===== config.mk =====
export PLATFORM = sky130hd
export DESIGN_NAME = cla16_ripple
export DESIGN_NICKNAME = d
export VERILOG_FILES = /design/src/rtl/cla16_ripple.sv
export SDC_FILE = /design/constraint.sdc
export NUM_CORES = 1
export LEC_CHECK = 0
export BUFFER_PORTS_ARGS = -buffer_cell sky130_fd_sc_hd__buf_4
export CELL_PAD_IN_SITES_DETAIL_PLACEMENT = 0
export CELL_PAD_IN_SITES_GLOBAL_PLACEMENT = 2
export CORE_ASPECT_RATIO = 0.7
export CORE_UTILIZATION = 27
export CTS_CLUSTER_DIAMETER = 80
export DETAILED_ROUTE_END_ITERATION = 8
export GPL_TIMING_DRIVEN = 0
export MAX_ROUTING_LAYER = met4
export PLACE_DENSITY_LB_ADDON = 0.15
export SYNTH_ARGS = -nofsm -noshare
export SYNTH_HDL_FRONTEND = slang
export SYNTH_SLANG_ARGS = --single-unit

===== constraint.sdc =====
create_clock -name clk -period 0.8 [get_ports clk]
set_input_delay 0.08 -clock clk [delete_from_list [all_inputs] [get_ports clk]]
set_output_delay 0.08 -clock clk [all_outputs]
set_load 0.1 [all_outputs]

===== src/rtl/cla16_ripple.sv =====
// 16-bit registered adder: four 4-bit carry-lookahead slices, with carries rippling only between slices.
// The result is registered with 1-cycle latency and an asynchronous active-low clear.
module cla16_ripple (
    input  logic        clk,
    input  logic        rst_n,
    input  logic [15:0] A,
    input  logic [15:0] B,
    input  logic        C0,
    output logic [15:0] Sum,
    output logic        Cout
);

    localparam int unsigned W  = 16;
    localparam int unsigned SW = 4;
    localparam int unsigned NS = W / SW;

    logic [W-1:0]  g;
    logic [W-1:0]  p;
    logic [W:0]    c;
    logic [SW-1:0] gs;
    logic [SW-1:0] ps;
    logic          cy;
    logic [W-1:0]  sum_d;

    assign g = A & B;
    assign p = A ^ B;

    // Carries within a slice are two-level lookahead from the slice carry-in; only c4 ripples onward.
    always_comb begin
        c  = '0;
        gs = '0;
        ps = '0;
        cy = C0;
        for (int k = 0; k < int'(NS); k++) begin
            gs = g[k*SW +: SW];
            ps = p[k*SW +: SW];
            c[k*SW]     = cy;
            c[k*SW + 1] = gs[0] | (ps[0] & cy);
            c[k*SW + 2] = gs[1] | (ps[1] & gs[0]) | (ps[1] & ps[0] & cy);
            c[k*SW + 3] = gs[2] | (ps[2] & gs[1]) | (ps[2] & ps[1] & gs[0])
                        | (ps[2] & ps[1] & ps[0] & cy);
            cy          = gs[3] | (ps[3] & gs[2]) | (ps[3] & ps[2] & gs[1])
                        | (ps[3] & ps[2] & ps[1] & gs[0])
                        | (ps[3] & ps[2] & ps[1] & ps[0] & cy);
        end
        c[W] = cy;
    end

    assign sum_d = p ^ c[W-1:0];

    // Output register; reset clears immediately and drops any result in flight.
    always_ff @(posedge clk or negedge rst_n) begin
        if (!rst_n) begin
            Sum  <= '0;
            Cout <= 1'b0;
        end else begin
            Sum  <= sum_d;
            Cout <= c[W];
        end
    end

endmodule


==> results, run 1 <==
- After detailed routing, the number of vias per cell comes to 4.49.
- Clock-pin slew was measured on the worst setup and hold paths at 70 ps.
- A synthesized cell averages 11.7 sq um.
- The total count of hold-check failures in the final report is 0.
- The minimum clock period after layout is 1670 ps.
- The count of vias placed by the detailed router is 984.
- The largest total area in the synthesized netlist belongs to sky130_fd_sc_hd__dfrtp_1.
- Entering global routing, the biggest net connects 18 pins.
- By area the synthesized netlist is led by sky130_fd_sc_hd__dfrtp_1, sky130_fd_sc_hd__ha_1, sky130_fd_sc_hd__fa_1, sky130_fd_sc_hd__a21o_1, sky130_fd_sc_hd__xnor2_1.
- The worst min-delay path category is in -> reg.
- The number of endpoints failing setup at the final stage is 31.
- The total wirelength of the detailed-routed design is 2600 um.
- After synthesis, the most frequently instantiated cells are sky130_fd_sc_hd__dfrtp_1, sky130_fd_sc_hd__ha_1, sky130_fd_sc_hd__a21o_1.
- The longest clock path from root to sink contains 2 buffers.
- The clock sink count is 17.
- The maximum frequency from static timing analysis is 599 MHz.
- Across the run, the number of max-cap violations was 0.
- The die covers 4390 sq um.
- The floorplan has 19 rows.
- The critical path endpoint category is a register.
- Including well taps, the total number of placed cells is 198.
- The number of buffers inserted by port buffering is 51.
- The warning count from the yosys run is 0.
- The library cell used as clock root buffer is sky130_fd_sc_hd__clkbuf_8.
- In this run the biggest area consumer among cell types represents 38.2% of the synthesized area.
- The worst endpoint required time is 940 ps.
- For this run, the detailed router's first-pass iteration total came to 2.
- Before CTS, the worst setup slack after placement is -1180 ps.
- In this run the vertical extent of the chip is 55.7 um.
- The wire-length estimate of the detail-placed layout is 2020 um.
- The die is 78.8 um wide.
- For the pin with the worst max-slew slack, the measured transition is 238 ps.
- The starting utilization of the core area is 28.2%.
- For this run the aggregate overflow at the end of global routing stands at 0.
- The number of nets handed over by synthesis was 150.
- From synthesis to final layout, the design area changed by 89.2%.
- For the final routed database, the setup TNS stands at -11260 ps.
- The number of pins exceeding their max-slew limit in the final report is 0.
- The total area inside the core boundary comes to 3950 sq um.
- In the post-synthesis netlist, the cell with the most instances is sky130_fd_sc_hd__dfrtp_1.
- The post-synthesis async set-or-reset flop share is 100%.
- The number of register bits inferred by synthesis is 17.
- The post-route netlist has 69.5% of its cells at a drive strength greater than 1.
- Cells fill 53.4% of the core in the end.
- After layout, the worst path uses 209% of the clock period.
- In this run the power density over the cells is 2200 nW/um^2.
- The residual antenna-violating net count after detailed routing is 0.
- For this design the static power due to leakage is 0.963 nW.
- The TritonCTS clock tree is done.
- Data arrives at the worst endpoint at 1810 ps.
- The hold path depth is 2.
- The initial antenna violation count was 0.
- Counting distinct cell types in the post-synthesis netlist gives 29.
- The run finished, with violations left.
- The synthesized cell area is 1110 sq um.
- Once routing completed, OpenROAD measured the worst setup slack at -869 ps.
- After the last flow step, the layout net total stands at 223.
- The worst-case IR drop observed on VDD is 1.55 mV.
- The violation count after the first detailed-route iteration is 24.
- The maximum fanout along the worst path is 4.
- After detailed routing, the average wire length per cell comes to 11.9 um.
- The number of flops mapped to enable cells by yosys is 0.
- Setup repair after global routing could not meet its margin everywhere.
- The I/O pin count is 52.
- The H-tree depth reported by CTS is 1.
- Across every metal layer, demand over resource in global routing totals 13.2%.
- Counting the buffers created by CTS gives 3.
- The via count of the first global-routing pass is 975.
- The origin of the worst min-delay path is B[8].
- In the routed design, unresolved DRC markers number 0.
- The portion of the post-synthesis area used by sequential elements is 38.2%.
- Measured against its own limit, the worst slew margin works out to 83.9%.
- The routability congestion estimate is 0.701.
- The count of non-filler cells in the finished layout is 219.
- The kind of critical path is in -> reg.
- The endpoint of the worst hold-timing path is Sum[8]$_DFF_PN0_.
- Synthesis produced 95 cells.
- The startpoint class of the critical path is a primary input.
- The total of fill cells in the finished design is 369.
- The flip-flop cell with the highest count after synthesis is sky130_fd_sc_hd__dfrtp_1.
- The first global-routing pass estimated 4340 um of wire.
- The checks that failed: setup timing.
- The number of antenna diodes in the final layout is 0.
- The power after layout is 4.63 mW.
-- cell families (layout without fill, tap and decap cells) --
group | after synthesis | count (layout) | synth area share (%)
AOI/OAI and AO/OA | 28 | 28 | 19.3
xor gates and xnor gates | 10 | 10 | 7.86
adders and majority gates | 20 | 20 | 25.2
buffers and inverters | 4 | 76 | 1.35
DFF | 17 | 17 | 38.2
and+or+nand+nor | 16 | 16 | 8.09
-- through the flow --
step | hold slack, ps | cell area [sq um]
2_1_floorplan | -216 | 1250
3_3_place_gp | -33.6 | 1700
3_5_place_dp | -31.6 | 1700
4_1_cts | 126 | 2040
5_1_grt | 126 | 2110
6_report | 134 | 2110
-- how the worst max path moves through the flow --
stage | end | startpoint | cells past startpoint | slack (ps)
3_5_place_dp | Sum[9]$_DFF_PN0_ | A[7] | 7 | -1180
3_3_place_gp | Sum[9]$_DFF_PN0_ | A[7] | 7 | -1180
5_1_grt | Sum[9]$_DFF_PN0_ | A[6] | 7 | -920
2_1_floorplan | Sum[9]$_DFF_PN0_ | A[7] | 6 | -960
6_report | Sum[9]$_DFF_PN0_ | A[6] | 7 | -870
4_1_cts | Sum[9]$_DFF_PN0_ | B[6] | 7 | -890
-- flip-flops by register name, summed over array words and instances (netlist names) --
signal and flops:
Sum 16, Cout 1
-- layout by cell type (no fill, tap or decap), types with 3 or more instances in the layout --
cell | synthesis | layout
sky130_fd_sc_hd__buf_4 | 0 | 38
sky130_fd_sc_hd__dfrtp_2 | 0 | 16
sky130_fd_sc_hd__buf_6 | 0 | 15
sky130_fd_sc_hd__buf_8 | 0 | 14
sky130_fd_sc_hd__ha_1 | 16 | 9
sky130_fd_sc_hd__a21o_1 | 7 | 7
sky130_fd_sc_hd__ha_4 | 0 | 7
sky130_fd_sc_hd__xnor2_1 | 6 | 6
sky130_fd_sc_hd__inv_1 | 4 | 4
sky130_fd_sc_hd__a21oi_1 | 6 | 4
sky130_fd_sc_hd__nand2_1 | 4 | 3
sky130_fd_sc_hd__xor2_1 | 4 | 3
sky130_fd_sc_hd__fa_2 | 0 | 3
sky130_fd_sc_hd__clkbuf_8 | 0 | 3
-- metal layers --
| metal | global-route usage, % | routed length [um] |
|---|---|---|
| met1 | 18.5 | 1310 |
| met2 | 19.0 | 1120 |
| met3 | 5.08 | 162 |
| met4 | 0.794 | 7 |
| met5 | - | 0 |
-- worst max-delay path: stages --
cell,delay (ps)
sky130_fd_sc_hd__buf_6,100
sky130_fd_sc_hd__ha_4,240
sky130_fd_sc_hd__a21o_1,160
sky130_fd_sc_hd__a221o_1,350
sky130_fd_sc_hd__a311o_2,380
sky130_fd_sc_hd__fa_2,370
sky130_fd_sc_hd__xor2_1,140
-- power by group --
part	switching, mW	internal, mW	leakage (nW)
clock network	0.281	0.353	0.0228
logic	1.81	1.02	0.759
registers	0.107	1.06	0.182
-- final cells by class --
type	instances	area (sq um)	area share, %
well taps	52	65.1	3.09
multi-input cells	74	862	40.9
repair buffers	68	674	32.0
inverters	4	15.0	0.713
clock buffers	4	45.0	2.14
flip-flops and latches	17	445	21.1
-- timing repair --
action / 4_1_cts / 5_1_grt
gates resized for setup: 42 / 21
hold buffers: 1 / 0
setup endpoints to repair: 31 / 31
pin swaps: 26 / 14
hold endpoints to repair: 17 / 0
setup buffers: 20 / 5
cloned: 0 / 0
Note: power is estimated with default switching activity, not from simulation.
==> inputs of run 2 (changes only) <==
CELL_PAD_IN_SITES_DETAIL_PLACEMENT = 1   (was 0)
SETUP_SLACK_MARGIN = 0.15   (was unset)
==> results, run 2 (same netlist as run 1, synthesis figures left out) <==
- The count of buffering cells on the critical path with inverters included is 1.
- The starting utilization of the core area is 28.2%.
- Across the run, the number of max-cap violations was 0.
- The startpoint class of the critical path is a primary input.
- The initialized floorplan defines 19 standard-cell rows.
- TritonCTS built the clock tree.
- The floorplan step set the die width to 78.8 um.
- In the final layout, the registers with the most flip-flops are Sum x16, Cout x1.
- The finished cells cover 2400 sq um.
- The via count of the first global-routing pass was 1186.
- The routed layout has 1043 vias.
- STA puts the critical path data required time at 940 ps.
- The relative slew slack is 77.3%.
- CTS built an H-tree with a depth of 1.
- The worst supply voltage drop on vdd is 1.43 mV.
- The design draws 5.25 mW.
- Dividing the detail-routed wire length by the instance count gives 16.3 um.
- The path length in cells of the critical path is 7.
- The checks that failed: setup timing.
- For this run, the total global-route usage over all layers was measured as 18.4%.
- The post-detailed-route via-to-cell ratio is 4.62.
- The clock buffer count from CTS is 3.
- The critical path goes through buf_6 > ha_4 > and3_4 > a221o_1 > a311o_2 > fa_2 > xor2_1.
- The first global-routing pass estimated 5930 um of wire.
- Summed over all nets, the half-perimeter wirelength after detailed placement is 2430 um.
- The clock sink count is 17.
- The initial antenna violation count is 0.
- 0 antenna diodes ended up in the layout.
- The library cells used most frequently in the layout, excluding fill and tap cells, are sky130_fd_sc_hd__buf_4, sky130_fd_sc_hd__buf_6, sky130_fd_sc_hd__dfrtp_4, sky130_fd_sc_hd__buf_12, sky130_fd_sc_hd__ha_1.
- The count of buffers added on input and output ports is 51.
- After routing, the total negative slack on setup checks comes to -14350 ps.
- Across all hold checks on the routed design, the worst slack comes to 136 ps.
- The floorplan step defined a core boundary enclosing 3950 sq um.
- The critical path endpoint category is a register.
- The flow ran to the end, but the final reports show violations.
- Once routing completed, OpenROAD measured the worst setup slack at -881 ps.
- Data on the critical path arrives at its endpoint at 1830 ps.
- The DRC violation count after routing is 0.
- Dividing the final minimum period by the clock period gives 210%.
- The total count of hold-check failures in the final report came to 0.
- The most frequent standard cell in the layout excluding fill and tap cells is sky130_fd_sc_hd__buf_4.
- The number of pins exceeding their max-slew limit in the final report is 0.
- The maximum frequency from static timing analysis is 595 MHz.
- The actual transition at the worst max-transition pin is 337 ps.
- The largest individual stage delay along the critical path comes from the cell sky130_fd_sc_hd__a311o_2.
- The hold path depth is 2.
- The clock transition at the register clock pins on the worst setup and hold paths after CTS is 70 ps.
- Grouping stages by cell kind, the critical path spends the most delay in compound AO/OA/AOI/OAI gates.
- The area growth from synthesis to layout is 116%.
- The min-delay analysis places its worst path in the category in -> reg.
- The largest single stage delay on the critical path is 380 ps.
- The register name with the most flops is Sum.
- Setup repair after global routing could not meet its margin everywhere.
- The net count of the finished layout is 230.
- The violation count after the first detailed-route iteration is 10.
- Setup violations remaining at the end of the flow were counted as 31.
- In this run the cell area measured after placement is 1760 sq um.
- The minimum clock period after layout is 1680 ps.
- In this run the deepest clock path goes through 2 buffers.
- The pre-antenna-repair detailed-routing pass consisted of 4 iterations.
- The reported leakage power is 1.06 nW.
- The total wirelength of the detailed-routed design is 3680 um.
- The register with the most flip-flops in the layout has 16 of them.
- The end-of-flow core utilization is 60.9%.
- After global routing the overflow that remains totals 0.
- The maximum fanout along the worst path is 3.
- The power per cell area is 2190 nW/um^2.
- Entering global routing, the biggest net connects 18 pins.
- The I/O pin count is 52.
- The fraction of layout instances using a drive strength above 1 is 75.3%.
- The critical path is of the in -> reg type.
- CTS placed an instance of sky130_fd_sc_hd__clkbuf_8 at the clock tree root.
- The routability congestion estimate is 0.744.
- The die covers 4390 sq um.
- The die is 55.7 um tall.
- The residual antenna-violating net count after detailed routing is 0.
## run 2: area by class of cell
cell class                 count  area, sq um
clock buffer                   4         45.0
fill                         399         1540
inverter                       4         22.5
multi-input combinational     74          908
sequential                    17          489
tap                           52         65.1
timing repair buffer          75          872
## run 2: path summary, 6_finish.rpt
check                      start                 to  slack [ps]
max                         B[5]   Sum[9]$_DFF_PN0_        -880
min                         B[8]   Sum[8]$_DFF_PN0_         140
max in group asynchronous  rst_n  Sum[14]$_DFF_PN0_         340
min in group asynchronous  rst_n   Sum[6]$_DFF_PN0_         230
## run 2: per-layer routing
layer	vias up	global-route usage [%]	share of wire, %
met3	4	4.26	5.2
met5	-	-	0
met4	0	0.794	1.5
met2	37	32.5	50
li1	508	-	-
met1	494	22.5	43
## run 2: where the power goes
| part | leakage [nW] | total, mW | switching, mW | internal, mW |
|---|---|---|---|---|
| clock network | 0.0228 | 0.646 | 0.293 | 0.353 |
| logic | 0.855 | 3.31 | 1.93 | 1.38 |
| registers | 0.182 | 1.29 | 0.148 | 1.15 |
## run 2: per-stage QoR
step / cells / worst slack [ps]
after floorplan: 95 / -963
after global placement: 198 / -1180
after detailed placement: 198 / -1180
after CTS: 219 / -899
after global routing: 226 / -929
final: 226 / -881
## run 2: repair_timing
| action | in CTS | in global routing |
|---|---|---|
| pin swaps | 24 | 15 |
| setup buffers | 16 | 7 |
| gates cloned | 0 | 0 |
| hold endpoints to repair | 17 | 0 |
| hold buffers | 1 | 0 |
| gates resized for setup | 75 | 23 |
| setup endpoints to repair | 33 | 33 |
==> inputs of run 3 (changes only) <==
MAX_ROUTING_LAYER = unset   (was met4)
==> results, run 3 (same netlist as run 1, synthesis figures left out) <==
- The run finished, with violations left.
- The checks that failed: setup timing.
- Of all nets on the critical path, the largest fanout is 3.
- Leaving out fill and tap cells, the most frequent cells in the layout are sky130_fd_sc_hd__buf_4, sky130_fd_sc_hd__buf_6, sky130_fd_sc_hd__dfrtp_4, sky130_fd_sc_hd__buf_12, sky130_fd_sc_hd__ha_1.
- The cell area after layout is 2400 sq um.
- The instance area at placement is 1760 sq um.
- Measured along the x axis, the die boundary spans 78.8 um.
- The power per cell area is 2180 nW/um^2.
- The root buffer cell chosen for the clock tree is sky130_fd_sc_hd__clkbuf_8.
- Across every metal layer, demand over resource in global routing totals 17.9%.
- The number of endpoints failing setup at the final stage is 31.
- The register name with the most flops is Sum.
- Across the run, the number of max-cap violations was 0.
- The initial antenna violation count is 0.
- The clock sink count is 17.
- The multi-input combinational cell area is 908 sq um.
- In the final design database the tool counted 230 nets.
- The pin count of the biggest net entering global routing is 18.
- The region available for standard cell placement spans 3950 sq um.
- The count of nets left with antenna violations once routing finished came out at 0.
- In this run the deepest clock path goes through 2 buffers.
- From synthesis to final layout, the design area changed by 116%.
- In the finished design, the share of the clock period the worst path needs comes to 211%.
- The I/O pin count is 52.
- The number of placed instances, taps included, is 198.
- The post-route setup TNS is -14350 ps.
- The number of buffers inserted by port buffering is 51.
- The half-perimeter wire length after placement is 2430 um.
- The worst min-delay path category is in -> reg.
- The total count of hold-check failures in the final report is 0.
- The reported leakage power is 1.06 nW.
- The wire length of the first global-routing pass is 5930 um.
- The via count of the first global-routing pass is 1183.
- Across the whole layout, storage elements account for 489 sq um.
- The worst supply voltage drop on vdd is 1.43 mV.
- The register with the most flip-flops in the layout has 16 of them.
- The kind of critical path is in -> reg.
- Leaving out fill and tap cells, the most frequent cell in the layout is sky130_fd_sc_hd__buf_4.
- The power after layout is 5.25 mW.
- For the pin with the worst max-slew slack, the measured transition is 332 ps.
- The starting utilization of the core area is 28.2%.
- The fraction of layout instances using a drive strength above 1 is 75.3%.
- Setup repair after global routing could not meet its margin everywhere.
- The worst endpoint required time is 940 ps.
- The routability congestion estimate is 0.735.
- The leftover overflow at the end of global routing is 0.
- Detailed routing inserted a total of 1043 vias.
- The die span in y is 55.7 um.
- In the routed design, unresolved DRC markers number 0.
- After detailed routing, the total wire length is 3690 um.
- Based on the critical path, the design can be clocked at up to 594 MHz.
- TritonCTS built the clock tree.
- The number of pins exceeding their max-slew limit in the final report is 0.
- The total of fill cells in the finished design is 399.
- The worst setup path is captured at a register.
- The floorplan has 19 rows.
- The post-detailed-route via-to-cell ratio is 4.62.
- After detailed routing, the average wire length per cell comes to 16.3 um.
- The final worst hold slack is 138 ps.
- The detailed-routing iteration count for the pre-antenna-repair pass is 4.
- The routed design could run at a clock period as short as 1680 ps.
- The finished layout holds 226 standard cells, fillers aside.
- The clock buffer count from CTS is 3.
- CTS built an H-tree with a depth of 1.
- The die covers 4390 sq um.
- The relative slew slack is 77.6%.
- The largest registers in the layout are Sum x16, Cout x1.
- The clock transition at the register clock pins on the worst setup and hold paths after CTS is 70 ps.
- In this run, the number of DRC markers left after iteration 0 of detailed routing was 8.
- Once routing completed, OpenROAD measured the worst setup slack at -884 ps.
- For the worst setup path, the data arrival time is 1830 ps.
- The number of diodes added for antenna fixing is 0.
- The worst setup path is launched from a primary input.
[run 3: cell counts in the layout (fill, tap and decap cells not counted)]
Identical to the previous run, type by type.
[run 3: repair_timing]
action / 4_1_cts / 5_1_grt
endpoints found under the setup margin: 33 / 33
hold endpoints to repair: 17 / 0
gates resized for setup: 75 / 23
pin swaps: 24 / 15
hold buffers: 1 / 0
setup buffers: 16 / 7
[run 3: where the power goes]
| group | total (mW) | internal, mW | switching, mW |
|---|---|---|---|
| sequential | 1.29 | 1.15 | 0.148 |
| combinational | 3.31 | 1.38 | 1.93 |
| clock | 0.642 | 0.353 | 0.289 |
| total | 5.25 | 2.88 | 2.37 |
[run 3: path summary, 6_finish.rpt]
check                      startpoint                 to  slack (ps)  cells after the start
max in group asynchronous       rst_n  Sum[14]$_DFF_PN0_         340                      2
min in group asynchronous       rst_n   Sum[6]$_DFF_PN0_         230                      2
worst max-delay path             B[5]   Sum[9]$_DFF_PN0_        -880                      7
worst min-delay path             B[8]   Sum[8]$_DFF_PN0_         140                      2
[run 3: cell type report]
cell class	count	share of cell area (%)
Clock buffer	4	1.88
Sequential cell	17	20.4
Multi-Input combinational cell	74	37.8
Inverter	4	0.938
Timing Repair Buffer	75	36.3
Tap cell	52	2.71
[run 3: per-stage QoR]
| stage | setup WS, ps | utilization [%] |
|---|---|---|
| 3_3_place_gp | -1180 | 44.5 |
| 5_1_grt | -929 | 60.9 |
| 6_report | -884 | 60.9 |
| 4_1_cts | -899 | 56.6 |
| 2_1_floorplan | -963 | - |
| 3_5_place_dp | -1180 | 44.5 |
[run 3: per-layer routing]
metal  vias up  routed length (um)  GRT usage, %
met1       494                1540          21.7
met3         4                 227          5.41
met4         0                  55         0.794
met5         -                   0             0
met2        37                1860          32.5
li1        508                   -             -
[run 3: critical path, stage by stage]
cell and delay [ps]:
sky130_fd_sc_hd__buf_6 100, sky130_fd_sc_hd__ha_4 230, sky130_fd_sc_hd__and3_4 180, sky130_fd_sc_hd__a221o_1 350
sky130_fd_sc_hd__a311o_2 380, sky130_fd_sc_hd__fa_2 350, sky130_fd_sc_hd__xor2_1 160
